$ cat config.mk
export PLATFORM = sky130hd
export DESIGN_NAME = ibex_ex_seq_ctrl_flat
export DESIGN_NICKNAME = d
export VERILOG_FILES = /design/src/rtl/ibex_ex_seq_ctrl_if.sv /design/src/rtl/ibex_ex_seq_ctrl.sv /design/src/flat_wrapper.sv
export SDC_FILE = /design/constraint.sdc
export NUM_CORES = 1
export LEC_CHECK = 0
export ABC_CLOCK_PERIOD_IN_PS = 2700
export BUFFER_PORTS_ARGS = -buffer_cell sky130_fd_sc_hd__buf_4
export CAP_MARGIN = 30
export CORE_UTILIZATION = 30
export CTS_BUF_LIST = sky130_fd_sc_hd__clkbuf_4 sky130_fd_sc_hd__clkbuf_8
export DETAILED_ROUTE_END_ITERATION = 10
export GPL_ROUTABILITY_DRIVEN = 0
export GPL_TIMING_DRIVEN = 0
export PLACE_DENSITY = 0.63
export SYNTH_ARGS = -nofsm -noshare
export SYNTH_HDL_FRONTEND = slang
export SYNTH_SLANG_ARGS = --single-unit
$ cat constraint.sdc
create_clock -name clk_i -period 2.7 [get_ports clk_i]
set_input_delay 0 -clock clk_i [delete_from_list [all_inputs] [get_ports clk_i]]
set_output_delay 0 -clock clk_i [all_outputs]
set_load 0.02 [all_outputs]
$ cat src/rtl/ibex_ex_seq_ctrl_if.sv
// Issue / writeback / datapath-enable bundle between the ID stage, the
// execute-stage sequencing controller and the execute datapath.
// The controller side uses the slave modport. The driving side (ID stage,
// datapath and writeback) uses the master modport.
interface ibex_ex_seq_ctrl_if #(
    parameter int CntW = 6
);
    logic            issue_valid_i;
    logic [1:0]      issue_op_i;
    logic            issue_ready_o;
    logic            flush_i;
    logic            ex_valid_i;
    logic            wb_ready_i;
    logic            result_valid_o;
    logic            alu_first_cycle_o;
    logic            mult_en_o;
    logic            div_en_o;
    logic            mult_sel_o;
    logic            div_sel_o;
    logic            multdiv_ready_id_o;
    logic            busy_o;
    logic [CntW-1:0] cycle_cnt_o;
    logic            wdog_err_o;

    modport slave (
        input  issue_valid_i, issue_op_i, flush_i, ex_valid_i, wb_ready_i,
        output issue_ready_o, result_valid_o, alu_first_cycle_o, mult_en_o,
               div_en_o, mult_sel_o, div_sel_o, multdiv_ready_id_o, busy_o,
               cycle_cnt_o, wdog_err_o
    );

    modport master (
        output issue_valid_i, issue_op_i, flush_i, ex_valid_i, wb_ready_i,
        input  issue_ready_o, result_valid_o, alu_first_cycle_o, mult_en_o,
               div_en_o, mult_sel_o, div_sel_o, multdiv_ready_id_o, busy_o,
               cycle_cnt_o, wdog_err_o
    );
endinterface

$ cat src/rtl/ibex_ex_seq_ctrl.sv
// Execute-stage sequencing controller.
// Turns one issued instruction into per-cycle datapath enables. It tracks
// multi-cycle completion, hands the result to writeback with a valid/ready
// handshake, and spends one KILL cycle after a flush so the multdiv unit can
// return to idle.
// Optional watchdog: define IBEX_EX_SEQ_CTRL_WDOG_EN to flag an operation that
// sits in EXEC for MaxCycles cycles. The flag is sticky until reset.
module ibex_ex_seq_ctrl #(
    parameter int CntW      = 6,
    parameter int MaxCycles = 40
) (
    input  logic                  clk_i,
    input  logic                  rst_ni,
    ibex_ex_seq_ctrl_if.slave     bus
);
    typedef enum logic [1:0] {
        ST_IDLE = 2'b00,
        ST_EXEC = 2'b01,
        ST_KILL = 2'b10
    } state_e;

    localparam logic [1:0] OP_MULT = 2'b10;
    localparam logic [1:0] OP_DIV  = 2'b11;

    state_e          r_state;
    state_e          w_state_nxt;
    logic [1:0]      r_op;
    logic [CntW-1:0] r_cnt;
    logic [CntW-1:0] w_cnt_nxt;
    logic [1:0]      w_cur_op;
    logic            w_fire;
    logic            w_latch_op;

    // A watchdog threshold the counter can never reach is a configuration error.
    if (MaxCycles >= (1 << CntW)) begin : g_cfg_check
        $error("MaxCycles must be below 2**CntW");
    end

    // Operation currently being steered: the incoming one while idle, else the latched one.
    assign w_cur_op = (r_state == ST_IDLE) ? bus.issue_op_i : r_op;
    assign w_fire   = bus.issue_valid_i & ~bus.flush_i;

    // Next-state, per-cycle enables and next counter value.
    always_comb begin
        // NOTE: every output of this block gets a default first, so no path can infer a latch.
        w_state_nxt            = r_state;
        w_cnt_nxt              = r_cnt;
        w_latch_op             = 1'b0;
        bus.issue_ready_o      = 1'b0;
        bus.result_valid_o     = 1'b0;
        bus.alu_first_cycle_o  = 1'b0;
        bus.mult_en_o          = 1'b0;
        bus.div_en_o           = 1'b0;
        bus.multdiv_ready_id_o = 1'b0;
        bus.mult_sel_o         = (r_state != ST_KILL) && (w_cur_op == OP_MULT);
        bus.div_sel_o          = (r_state != ST_KILL) && (w_cur_op == OP_DIV);

        unique case (r_state)
            ST_IDLE: begin
                bus.issue_ready_o = 1'b1;
                w_cnt_nxt         = '0;
                if (w_fire) begin
                    w_latch_op             = 1'b1;
                    bus.alu_first_cycle_o  = 1'b1;
                    bus.mult_en_o          = (bus.issue_op_i == OP_MULT);
                    bus.div_en_o           = (bus.issue_op_i == OP_DIV);
                    bus.multdiv_ready_id_o = bus.wb_ready_i;
                    if (bus.ex_valid_i && bus.wb_ready_i) begin
                        // Zero-latency completion: result retires in the issue cycle.
                        bus.result_valid_o = 1'b1;
                    end else begin
                        w_state_nxt = ST_EXEC;
                        w_cnt_nxt   = CntW'(1);
                    end
                end
            end
            ST_EXEC: begin
                // Enables stay up while writeback stalls so the datapath holds its result.
                bus.mult_en_o          = (r_op == OP_MULT);
                bus.div_en_o           = (r_op == OP_DIV);
                bus.multdiv_ready_id_o = bus.wb_ready_i;
                w_cnt_nxt              = (r_cnt == '1) ? r_cnt : r_cnt + CntW'(1);
                if (bus.flush_i) begin
                    w_state_nxt = ST_KILL;
                end else if (bus.ex_valid_i && bus.wb_ready_i) begin
                    bus.result_valid_o = 1'b1;
                    w_state_nxt        = ST_IDLE;
                    w_cnt_nxt          = '0;
                end
            end
            ST_KILL: begin
                w_state_nxt = ST_IDLE;
                w_cnt_nxt   = '0;
            end
            default: begin
                w_state_nxt = ST_IDLE;
                w_cnt_nxt   = '0;
            end
        endcase
    end

    // State, latched operation and cycle counter registers.
    always_ff @(posedge clk_i or negedge rst_ni) begin
        if (!rst_ni) begin
            // NOTE: sequential state uses non-blocking assignments so every register samples pre-edge values.
            r_state <= ST_IDLE;
            r_op    <= 2'b00;
            r_cnt   <= '0;
        end else begin
            r_state <= w_state_nxt;
            r_cnt   <= w_cnt_nxt;
            if (w_latch_op) begin
                r_op <= bus.issue_op_i;
            end
        end
    end

    assign bus.busy_o      = (r_state != ST_IDLE);
    assign bus.cycle_cnt_o = r_cnt;

`ifdef IBEX_EX_SEQ_CTRL_WDOG_EN
    logic r_wdog;

    // Sticky watchdog: set once an operation has spent MaxCycles cycles in EXEC.
    always_ff @(posedge clk_i or negedge rst_ni) begin
        if (!rst_ni) begin
            r_wdog <= 1'b0;
        end else if ((r_state == ST_EXEC) && (r_cnt == CntW'(MaxCycles))) begin
            r_wdog <= 1'b1;
        end
    end

    assign bus.wdog_err_o = r_wdog;
`else
    assign bus.wdog_err_o = 1'b0;
`endif
endmodule

$ cat src/flat_wrapper.sv
// flat-port wrapper written by rule: the top's interface ports become plain ports
module ibex_ex_seq_ctrl_flat 
#(
    parameter int CntW      = 6,
    parameter int MaxCycles = 40
)
  (clk_i, rst_ni, bus_issue_valid_i, bus_issue_op_i, bus_flush_i, bus_ex_valid_i, bus_wb_ready_i, bus_issue_ready_o, bus_result_valid_o, bus_alu_first_cycle_o, bus_mult_en_o, bus_div_en_o, bus_mult_sel_o, bus_div_sel_o, bus_multdiv_ready_id_o, bus_busy_o, bus_cycle_cnt_o, bus_wdog_err_o);
  ibex_ex_seq_ctrl_if #(.CntW(CntW)) bus_i ();
  input  logic clk_i;
  input  logic rst_ni;
  input wire logic [$bits(bus_i.issue_valid_i)-1:0] bus_issue_valid_i;
  input wire logic [$bits(bus_i.issue_op_i)-1:0] bus_issue_op_i;
  input wire logic [$bits(bus_i.flush_i)-1:0] bus_flush_i;
  input wire logic [$bits(bus_i.ex_valid_i)-1:0] bus_ex_valid_i;
  input wire logic [$bits(bus_i.wb_ready_i)-1:0] bus_wb_ready_i;
  output wire logic [$bits(bus_i.issue_ready_o)-1:0] bus_issue_ready_o;
  output wire logic [$bits(bus_i.result_valid_o)-1:0] bus_result_valid_o;
  output wire logic [$bits(bus_i.alu_first_cycle_o)-1:0] bus_alu_first_cycle_o;
  output wire logic [$bits(bus_i.mult_en_o)-1:0] bus_mult_en_o;
  output wire logic [$bits(bus_i.div_en_o)-1:0] bus_div_en_o;
  output wire logic [$bits(bus_i.mult_sel_o)-1:0] bus_mult_sel_o;
  output wire logic [$bits(bus_i.div_sel_o)-1:0] bus_div_sel_o;
  output wire logic [$bits(bus_i.multdiv_ready_id_o)-1:0] bus_multdiv_ready_id_o;
  output wire logic [$bits(bus_i.busy_o)-1:0] bus_busy_o;
  output wire logic [$bits(bus_i.cycle_cnt_o)-1:0] bus_cycle_cnt_o;
  output wire logic [$bits(bus_i.wdog_err_o)-1:0] bus_wdog_err_o;
  assign bus_i.issue_valid_i = bus_issue_valid_i;
  assign bus_i.issue_op_i = bus_issue_op_i;
  assign bus_i.flush_i = bus_flush_i;
  assign bus_i.ex_valid_i = bus_ex_valid_i;
  assign bus_i.wb_ready_i = bus_wb_ready_i;
  assign bus_issue_ready_o = bus_i.issue_ready_o;
  assign bus_result_valid_o = bus_i.result_valid_o;
  assign bus_alu_first_cycle_o = bus_i.alu_first_cycle_o;
  assign bus_mult_en_o = bus_i.mult_en_o;
  assign bus_div_en_o = bus_i.div_en_o;
  assign bus_mult_sel_o = bus_i.mult_sel_o;
  assign bus_div_sel_o = bus_i.div_sel_o;
  assign bus_multdiv_ready_id_o = bus_i.multdiv_ready_id_o;
  assign bus_busy_o = bus_i.busy_o;
  assign bus_cycle_cnt_o = bus_i.cycle_cnt_o;
  assign bus_wdog_err_o = bus_i.wdog_err_o;
  ibex_ex_seq_ctrl #(.CntW(CntW), .MaxCycles(MaxCycles)) u_core (.clk_i(clk_i), .rst_ni(rst_ni), .bus(bus_i));
endmodule
Word level (Yosys, flattened, before mapping)
Index checks and enable logic that the tools add are counted.

storage, ports and cells
  logic and storage cells = 49
  input bits = 8
  output and inout port bits = 16
  register bits after elaboration = 10

operators by class
  $add $sub $neg = 1
  reduce and logical (&&, ||, !) cells = 6
  multiplexer cells = 25
  bitwise logic cells = 2
  equal/unequal tests = 12

operator list
  kind                                                 count
  2-to-1 mux 6 bit                                     4
  equality test 2 bit, second input constant           6
  case mux 6 bit (2 select lines)                      1
  2-to-1 mux 1 bit                                     10
  2-to-1 mux 2 bit                                     5
  case mux 1 bit (2 select lines)                      4
  adder 6 x 1 -> 6 bit, second input constant          1
  equality test 6 bit, second input constant           1
  != test 2 bit, second input constant                 2
  case mux 2 bit (2 select lines)                      1
  logical AND 1 bit                                    3
  != test 3 x 2 -> 1 bit, second input constant        1
  AND reduction 3 bit                                  1
  equality test 2 x 1 -> 1 bit, second input constant  1
  logical NOT 2 bit                                    1
  != test 2 x 1 -> 1 bit, second input constant        1
  nonzero test 2 bit                                   1
  bitwise AND 1 bit                                    1
  NOT 1 bit                                            1

Logic depth before layout (Yosys ltp)
Gate-level depths: netlist of the first run.

  word-level depth = 5
  depth in mapped cells = 4
  gate-level depth less buffers = 4

Worst setup path after synthesis of the first run
Ideal clock, no wire load.

  kind = register to register
  start = register u_core.r_state[0]
  end = register u_core.r_op[0]
  setup slack = 1.200 ns
  arrival = 1.375 ns
  setup time = 0.125 ns
  cell stages (with the launch flop) = 4
  required time = 2.575 ns
  period minus slack after synthesis = 1.500 ns
  buffers on the path = 1
  cells stage by stage = dfrtp_1 buf_6 nor4b_4 mux2_2

on the way
  word-level cells in the longest chain between the ends = 2

ends and longest elaborated chain
  element                    RTL line                 text
  start, declared            ibex_ex_seq_ctrl.sv:25   state_e r_state;
  start signal, assigned     ibex_ex_seq_ctrl.sv:110  r_state <= w_state_nxt;
  logical NOT 2 bit          n/a
  2-to-1 mux 1 bit           n/a
  net bus_alu_first_cycle_o  flat_wrapper.sv:18       output wire logic [$bits(bus_i.alu_first_cycle_o)-1:0] bus_alu_first_cycle_o;
  end signal, assigned       ibex_ex_seq_ctrl.sv:113  r_op <= bus.issue_op_i;
  end, declared              ibex_ex_seq_ctrl.sv:27   logic [1:0] r_op;

The timed path passes the listed nets, and every way through them passes these cells.
A chain may end at the register's enable or synchronous reset.

Worst setup path after layout of the first run
  start = register u_core.r_state[0]
  end = output port bus_mult_en_o

on the way
  word-level cells in the longest chain between the ends = 2
  elaborated cells between the ends (all ways) = 3
  those cells by class = 1 x eq/ne; 1 x mux; 1 x reduce/logical

ends and longest elaborated chain
  element                                                                   RTL line                text
  equality test 2 x 1 -> 1 bit / logical NOT 2 bit (equally long branches)  ibex_ex_seq_ctrl.sv:58  unique case (r_state)
  case mux 1 bit (2 select lines) (*)                                       ibex_ex_seq_ctrl.sv:58
  end, declared                                                             flat_wrapper.sv:19      output wire logic [$bits(bus_i.mult_en_o)-1:0] bus_mult_en_o;

Every way passes the cells marked *; elsewhere a longest branch is shown, timed or not.

==> results of run 1 <==
## sequential cells by signal (all words and copies together), names as in the netlist
signal	flops
u_core.r_op	2
u_core.r_state	2
u_core.bus.cycle_cnt_o	6
## routing by layer
layer,up-vias,part of all wire (%)
li1,292,-
met1,268,47
met2,33,44
met3,2,8.2
met4,0,0.28
met5,-,0
## cells in the final DEF (no fill, tap or decap), types with 2 or more instances in the layout
master	count
nor2_1	4
nand2_1	4
nor3_1	4
dfrtp_1	10
a31oi_1	2
o21ai_0	3
nand3_1	3
clkbuf_4	3
dlygate4sd3_1	3
mux2_2	2
inv_1	4
nand3b_1	3
buf_4	23
a21oi_1	6
## per-stage QoR
step,cells,power (mW),cell area (um^2)
floorplan,65,0.225,601
global placement,112,0.265,797
finish,118,0.366,850
detailed placement,112,0.268,797
CTS,118,0.369,850
global route,118,0.390,850
## power by group
group,switching (mW),internal (mW),total [mW]
Clock,0.0474,0.0513,0.0987
Sequential,0.00815,0.160,0.168
Combinational,0.0510,0.0483,0.0993
## how the worst max path moves through the flow
stage	endpoint	slack, ns	depth (start not counted)
6_report	bus_mult_en_o	1.08	5
5_1_grt	bus_mult_en_o	0.99	5
4_1_cts	bus_mult_en_o	1.07	5
3_5_place_dp	u_core.r_op[0]	1.29	3
3_3_place_gp	u_core.r_op[1]	1.30	3
2_1_floorplan	u_core.r_op[0]	1.20	3
## logic make-up after synthesis
logic type                 Yosys count
buffers and inverters                7
other                                1
adders and majority gates            1
muxes                                2
AOI/OAI and AO/OA                   17
DFF                                 10
and+or+nand+nor                     27
## timing repair
item | CTS | global route
hold endpoints to repair | 11 | 0
gates resized for setup | 0 | 0
endpoints found under the setup margin | 0 | 0
hold buffers | 3 | 0
## layout make-up
class	count	area [um^2]
fill	190	952
tap	25	31.3
buffer	3	23.8
inverter	4	15.0
clock buffer	3	22.5
sequential	10	250
timing repair buffer	25	195
multi-input combinational	48	312
## critical path: stages (launching register included)
cell	delay, ns
dfrtp_1	0.37
buf_6	0.13
nor4b_4	0.40
nand3b_1	0.12
a21oi_1	0.16
buf_4	0.16
==> results.py, run 1 <==
metrics = {
    "synthesis": {
        "syn-num-nets": 74,
        "avgSynthCellArea_um2": 9.24,
        "synth_top_flop_cell": "dfrtp_1",
        "syn_area_um2": 601,
        "synth_mux_area_share_pct": 3.75,
        "synth_largest_area_cell": "dfrtp_1",
        "synth_fa_ha_area_share_pct": 2.08,
        "synth_cells": 65,
        "yosysSeqAreaShare_pct": 41.7,
        "synthArstFlopShare_pct": 100,
        "synthTopCellsByCount": "dfrtp_1 (10), a21oi_1 (6)",
        "synth.distinct_cells": 31,
        "yosysTopAreaCellShare_pct": 41.7,
        "ys_seq_elements": 10,
        "yosys_warnings": 0,
        "synth_compound_area_share_pct": 17.3,
        "netlist_top_cells_area": "dfrtp_1 (42%), a21oi_1 (5.0%), nor4b_4 (4.0%), mux2_2 (3.8%), nand3b_1 (3.8%)",
        "synthSimpleGateAreaFrac_pct": 28.1,
        "yosys.area_share.xor_xnor_pct": 0,
        "synth_edf_count": 0,
        "synth_top_family_by_area": "simple AND/OR/NAND/NOR gates",
        "yosysMostFrequentCell": "dfrtp_1",
    },
    "grt": {
        "grt.total_usage_pct": 14.6,
        "grt_max_degree": 11,
        "grt_pass1_vias": 520,
        "grt_pass1_wl_mm": 2.23,
        "antenna_found_initial": 0,
        "grt_use_met1_pct": 18.6,
        "grt.met3_usage_pct": 3.85,
        "top_usage_layer": "met2",
        "grt-ovfl-total": 0,
        "grt_use_met2_pct": 23.9,
    },
    "clocking": {
        "cts_tree": "built",
        "clk_path_buf_depth": 2,
        "htreeDepth": 1,
        "path_clk_slew_ns": 0.06,
        "post_cts_buffers": 0,
        "numCtsBuffers": 3,
        "worstSkewPairLatency_ns": 0.26,
        "clock-sinks": 10,
        "root_buffer": "clkbuf_4",
    },
    "route": {
        "first_iter_violations": 8,
        "routed_wl_mm": 1.42,
        "antenna_left": 0,
        "vias_per_cell": 5.04,
        "num_vias": 595,
        "routedWlPerCell_um": 12.0,
        "dr.pass1.iters": 6,
        "drc": 0,
    },
    "sta": {
        "final_max_slew_viol_count": 0,
        "fin_setup_tns_ns": 0,
        "hold_ws_ns": 0.0166,
        "fmax_mhz": 617,
        "hold_viol_final": 0,
        "finalSetupViolCount": 0,
        "layout_min_cycle_time_ns": 1.62,
        "rsz0062_at_grt": "false",
        "finalClockSkew_ns": 0.00217,
        "post-route-period-util_pct": 60.1,
        "setup_ws_ns": 1.08,
    },
    "placement": {
        "portBuffers": 22,
        "pre_cts_slack_ns": 1.29,
        "dp_hpwl_mm": 1.11,
    },
    "status": {
        "status": "completed",
    },
    "flow_run": {
        "max-cap-violations": 0,
    },
    "min_path": {
        "worstHoldStart": "bus_issue_op_i[0]",
        "hold_path_depth": 2,
        "hp-class": "input pin to register",
        "holdPathEnd": "u_core.r_op[0]",
    },
    "layout": {
        "fin_nets": 104,
        "area_growth_pct": 41.5,
        "drive_gt1_share_pct": 34.4,
        "fin_util_pct": 47.2,
        "diodes": 0,
    },
    "setup_path": {
        "cp-end-kind": "output pin",
        "r2r_cells": 4,
        "rrSetupSlack_ns": 1.23,
        "r2r-start": "u_core.r_state[0]",
        "crit_arrival_ns": 1.62,
        "worstReg2RegEnd": "u_core.r_state[0]",
        "path_max_fanout": 9,
        "crit_start": "u_core.r_state[0]",
        "crit_path_start_kind": "register",
        "crit_type": "register to output pin",
        "cp.required_ns": 2.70,
    },
    "floorplanning": {
        "core_um2": 1800,
        "initial_utilization_pct": 33.3,
        "io-pin-count": 24,
        "die-area_um2": 2180,
        "die_width_um": 46.7,
        "fp.dieH_um": 46.7,
        "rows": 15,
    },
    "power": {
        "cellPowerDensity_nw_per_um2": 431,
        "irDropWorstVdd_uv": 224,
        "p_leak_nw": 0.406,
    },
}
Note: power is estimated with default switching activity, not from simulation.
==> run 2: changes to the inputs <==
ABC_CLOCK_PERIOD_IN_PS = 1600   (was 2700)
clock period = 1.6 ns   (was 2.7 ns; I/O delays follow)
==> run 2 against run 1 <==
Against the previous run:
- sequential cell count is the same
- cell count grew 1.7%
- routed wire length rose by 1.3%
- worst hold slack better by 0.00058 ns
- critical path depth stayed put
- critical endpoint unchanged
- largest cell class unchanged
- largest power group unchanged
- highest routed layer unchanged
==> results.py, run 2 (synthesis gave the netlist of run 1 again) <==
metrics = {
    "status": {
        "status": "completed",
    },
    "sta": {
        "rsz0062_at_grt": "true",
        "finalSetupViolCount": 0,
        "layout_min_cycle_time_ns": 1.52,
        "hold_viol_final": 0,
        "hold_ws_ns": 0.0171,
        "finalClockSkew_ns": 0.00217,
        "final_max_slew_viol_count": 0,
        "post-route-period-util_pct": 94.8,
        "fmax_mhz": 660,
    },
    "floorplanning": {
        "core_um2": 1800,
        "fp.dieH_um": 46.7,
        "io-pin-count": 24,
        "initial_utilization_pct": 33.3,
        "die-area_um2": 2180,
        "die_width_um": 46.7,
        "rows": 15,
    },
    "grt": {
        "antenna_found_initial": 0,
        "grt_pass1_vias": 529,
        "grt_pass1_wl_mm": 2.26,
        "grt-ovfl-total": 0,
        "grt_max_degree": 11,
        "grt.total_usage_pct": 14.7,
    },
    "clocking": {
        "root_buffer": "clkbuf_4",
        "htreeDepth": 1,
        "clk_path_buf_depth": 2,
        "clock-sinks": 10,
        "path_clk_slew_ns": 0.06,
        "numCtsBuffers": 3,
        "cts_tree": "built",
        "worstSkewPairLatency_ns": 0.26,
    },
    "power": {
        "p_leak_nw": 0.418,
        "irDropWorstVdd_uv": 374,
        "cellPowerDensity_nw_per_um2": 717,
    },
    "min_path": {
        "hp-class": "input pin to register",
    },
    "route": {
        "routed_wl_mm": 1.43,
        "num_vias": 605,
        "drc": 0,
        "antenna_left": 0,
        "routedWlPerCell_um": 12.0,
        "first_iter_violations": 6,
        "vias_per_cell": 5.04,
        "dr.pass1.iters": 4,
    },
    "placement": {
        "dp_hpwl_mm": 1.11,
        "placed_area_um2": 797,
        "portBuffers": 22,
        "place_inst": 112,
    },
    "layout": {
        "area_growth_pct": 45.6,
        "design_area_um2": 875,
        "fill_cells": 186,
        "layout_commonest_cell": "buf_4",
        "instances_no_fill": 120,
        "fin_nets": 106,
        "drive_gt1_share_pct": 36.8,
        "largest_reg_flops": 6,
        "mostFrequentLayoutCells": "buf_4 (25), dfrtp_1 (10), a21oi_1 (5)",
        "diodes": 0,
    },
    "setup_path": {
        "crit_arrival_ns": 1.52,
        "crit_type": "register to output pin",
        "crit_path_start_kind": "register",
        "path_max_fanout": 9,
        "cp-end-kind": "output pin",
        "cp.required_ns": 1.60,
    },
    "flow_run": {
        "max-cap-violations": 0,
    },
}
==> run 2: timing repair <==
item / 4_1_cts / 5_1_grt
pin swaps: 1 / 2
endpoints found under the hold margin: 11 / 0
hold buffers: 3 / 0
endpoints found under the setup margin: 1 / 1
gates resized for setup: 0 / 4
buffers inserted: 2 / 0
==> run 2: final cells by class <==
class,count,area (um^2),area share [%]
buffer,3,26.3,3.00
clock buffer,3,22.5,2.58
inverter,4,15.0,1.72
multi-input combinational,48,315,36.1
sequential,10,250,28.6
tap,25,31.3,3.58
timing repair buffer,27,214,24.5
==> run 2: layer usage <==
layer | GRT usage [%] | routed length [um]
met3 | 3.85 | 99
met2 | 24.4 | 646
met5 | 0 | 0
met1 | 18.6 | 684
met4 | 5.14 | 4
==> run 2: critical path, cell delays in order, from the launching register on <==
cell,delay [ns]
dfrtp_1,0.37
buf_6,0.14
nor4b_4,0.32
nand3b_1,0.14
a21oi_2,0.16
buf_6,0.13
==> run 2: path summary, 6_finish.rpt <==
check	to	cells after the start	slack (ns)	from
setup / recovery	bus_mult_en_o	5	0.08	u_core.r_state[0]
hold / removal	u_core.r_state[1]	2	0.02	bus_flush_i
setup reg to reg	u_core.r_state[0]	4	0.13	u_core.r_state[0]
hold reg to reg	u_core.r_op[0]	1	0.54	u_core.r_op[0]
max in group asynchronous	u_core.r_op[1]	2	1.36	rst_ni
min in group asynchronous	u_core.r_state[1]	2	0.10	rst_ni
==> run 2: power by group <==
part           switching (mW)  internal [mW]  total (mW)
clock network          0.0800         0.0866       0.167
registers              0.0142          0.270       0.285
logic                  0.0880         0.0876       0.176
==> run 2: metrics by stage <==
step	setup WS, ns	util, %	power, mW	TNS (ns)
floorplan	0.100	-	0.380	0
global placement	0.204	44.2	0.447	0
detailed placement	0.194	44.2	0.452	0
CTS	0.0511	48.0	0.628	0
global route	-0.0128	48.5	0.666	-0.0154
finish	0.0839	48.5	0.627	0
==> run 3: changes to the inputs <==
CORE_AREA = 2 2 39 41   (was default)
CORE_UTILIZATION = default   (was 30)
DIE_AREA = 0 0 41 43   (was default)
PLACE_DENSITY = 0.84   (was 0.63)
==> run 3 against run 2 <==
Against the previous run:
- design area did not move
- first-iteration DRC count fell by 50%
- cell count fell by 6.7%
- clock-buffer cell count rose by 1
- non-clock buffer count did not move
- register-to-register slack improved by 0.02 ns
- critical path type unchanged
==> results.py, run 3 (synthesis gave the netlist of run 1 again) <==
metrics = {
    "placement": {
        "place_inst": 103,
        "placed_area_um2": 786,
        "portBuffers": 22,
        "dp_hpwl_mm": 1.06,
    },
    "sta": {
        "layout_min_cycle_time_ns": 1.52,
        "finalClockSkew_ns": 0.000693,
        "final_max_slew_viol_count": 0,
        "hold_viol_final": 0,
        "hold_ws_ns": 0.00458,
        "rsz0062_at_grt": "true",
        "post-route-period-util_pct": 94.7,
        "fmax_mhz": 660,
        "finalSetupViolCount": 0,
    },
    "setup_path": {
        "crit_arrival_ns": 1.52,
        "crit_path_top_delay_cell": "dfrtp_1",
        "cp_slowest_stage_delay_ns": 0.37,
        "path_cells": "buf_6 -> nor4b_4 -> nand3b_1 -> a21oi_1 -> buf_4",
        "cp-end-kind": "output pin",
        "cp.required_ns": 1.60,
        "crit_path_start_kind": "register",
        "crit_type": "register to output pin",
        "rrSetupSlack_ns": 0.15,
        "path_max_fanout": 5,
    },
    "flow_run": {
        "max-cap-violations": 0,
    },
    "route": {
        "first_iter_violations": 3,
        "vias_per_cell": 5.44,
        "routed_wl_mm": 1.42,
        "drc": 0,
        "num_vias": 609,
        "routedWlPerCell_um": 12.6,
        "dr.pass1.iters": 4,
        "antenna_left": 0,
    },
    "floorplanning": {
        "fp.dieH_um": 43,
        "die-area_um2": 1760,
        "io-pin-count": 24,
        "core_um2": 1380,
        "initial_utilization_pct": 43.4,
        "rows": 14,
        "die_width_um": 41,
    },
    "status": {
        "status": "completed",
    },
    "layout": {
        "fin_nets": 106,
        "area_growth_pct": 45.6,
        "mostFrequentLayoutCells": "buf_4 (26), dfrtp_1 (9), a21oi_1 (5)",
        "design_area_um2": 875,
        "instances_no_fill": 112,
        "largest_reg_flops": 6,
        "diodes": 0,
        "drive_gt1_share_pct": 38.5,
        "layout_commonest_cell": "buf_4",
    },
    "clocking": {
        "root_buffer": "clkbuf_4",
        "htreeDepth": 1,
        "numCtsBuffers": 3,
        "worstSkewPairLatency_ns": 0.27,
        "path_clk_slew_ns": 0.07,
        "clock-sinks": 10,
        "clk_path_buf_depth": 2,
        "cts_tree": "built",
    },
    "power": {
        "cellPowerDensity_nw_per_um2": 785,
        "irDropWorstVdd_uv": 413,
        "p_leak_nw": 0.422,
    },
    "grt": {
        "grt_max_degree": 11,
        "grt_pass1_vias": 516,
        "antenna_found_initial": 0,
        "grt_pass1_wl_mm": 2.08,
        "grt-ovfl-total": 0,
        "grt.total_usage_pct": 17.9,
    },
    "min_path": {
        "hp-class": "input pin to register",
    },
}
## run 3: cell count changes in the layout (fill, tap and decap cells not counted)
cell	before	now
dfrtp_1	10	9
buf_6	2	1
buf_4	25	26
clkbuf_8	0	1
dfrtp_2	0	1
## run 3: final timing paths
path,startpoint,end,depth (start not counted)
worst max-delay path,u_core.r_state[0],bus_mult_en_o,5
worst min-delay path,bus_issue_op_i[0],u_core.r_op[0],2
worst max register to register,u_core.r_state[0],u_core.r_state[0],4
worst min register to register,u_core.r_op[0],u_core.r_op[0],1
max in group asynchronous,rst_ni,u_core.r_state[1],2
min in group asynchronous,rst_ni,u_core.bus.cycle_cnt_o[3],2
## run 3: worst max-delay path: cells and delay by family, from the launching register on
family,cells,cell delay [ns]
AO/OA/AOI/OAI,1,0.15
AND/OR/NAND/NOR,2,0.43
buffers and inverters,2,0.29
flip-flops,1,0.37
## run 3: power breakdown
part | internal [mW] | switching (mW) | total, mW
Clock | 0.138 | 0.0912 | 0.230
Combinational | 0.0866 | 0.0837 | 0.170
Sequential | 0.271 | 0.0162 | 0.287
Total | 0.496 | 0.191 | 0.687
## run 3: layer usage
| layer | share of wire (%) | vias to the layer above | track usage (%) | wire length, um |
|---|---|---|---|---|
| met5 | 0 | - | 0 | 0 |
| met4 | 2.6 | 0 | 12.0 | 37 |
| li1 | - | 297 | - | - |
| met3 | 9.8 | 5 | 3.14 | 139 |
| met2 | 47 | 34 | 27.8 | 662 |
| met1 | 41 | 273 | 21.0 | 575 |
## run 3: stage by stage
step	power [mW]	worst slack [ns]	util, %	TNS (ns)
after floorplan	0.380	0.100	-	0
after global placement	0.445	0.212	56.8	0
after detailed placement	0.449	0.212	56.8	0
after CTS	0.686	0.00964	62.7	0
after global routing	0.721	-0.0108	63.2	-0.0109
final	0.687	0.0841	63.2	0
## run 3: timing repair
action | in CTS | in global routing
endpoints found under the setup margin | 1 | 2
hold endpoints to repair | 11 | 0
buffers inserted | 2 | 1
hold buffers | 3 | 0
gates resized for setup | 0 | 2
pin swaps | 1 | 3
## run 3: area by class of cell
type                    count  area, um^2
multi-input cells          48         315
inverters                   4        15.0
fillers                   122         509
repair buffers             28         218
plain buffers               2        18.8
flip-flops and latches     10         251
well taps                  16        20.0
clock buffers               4        36.3
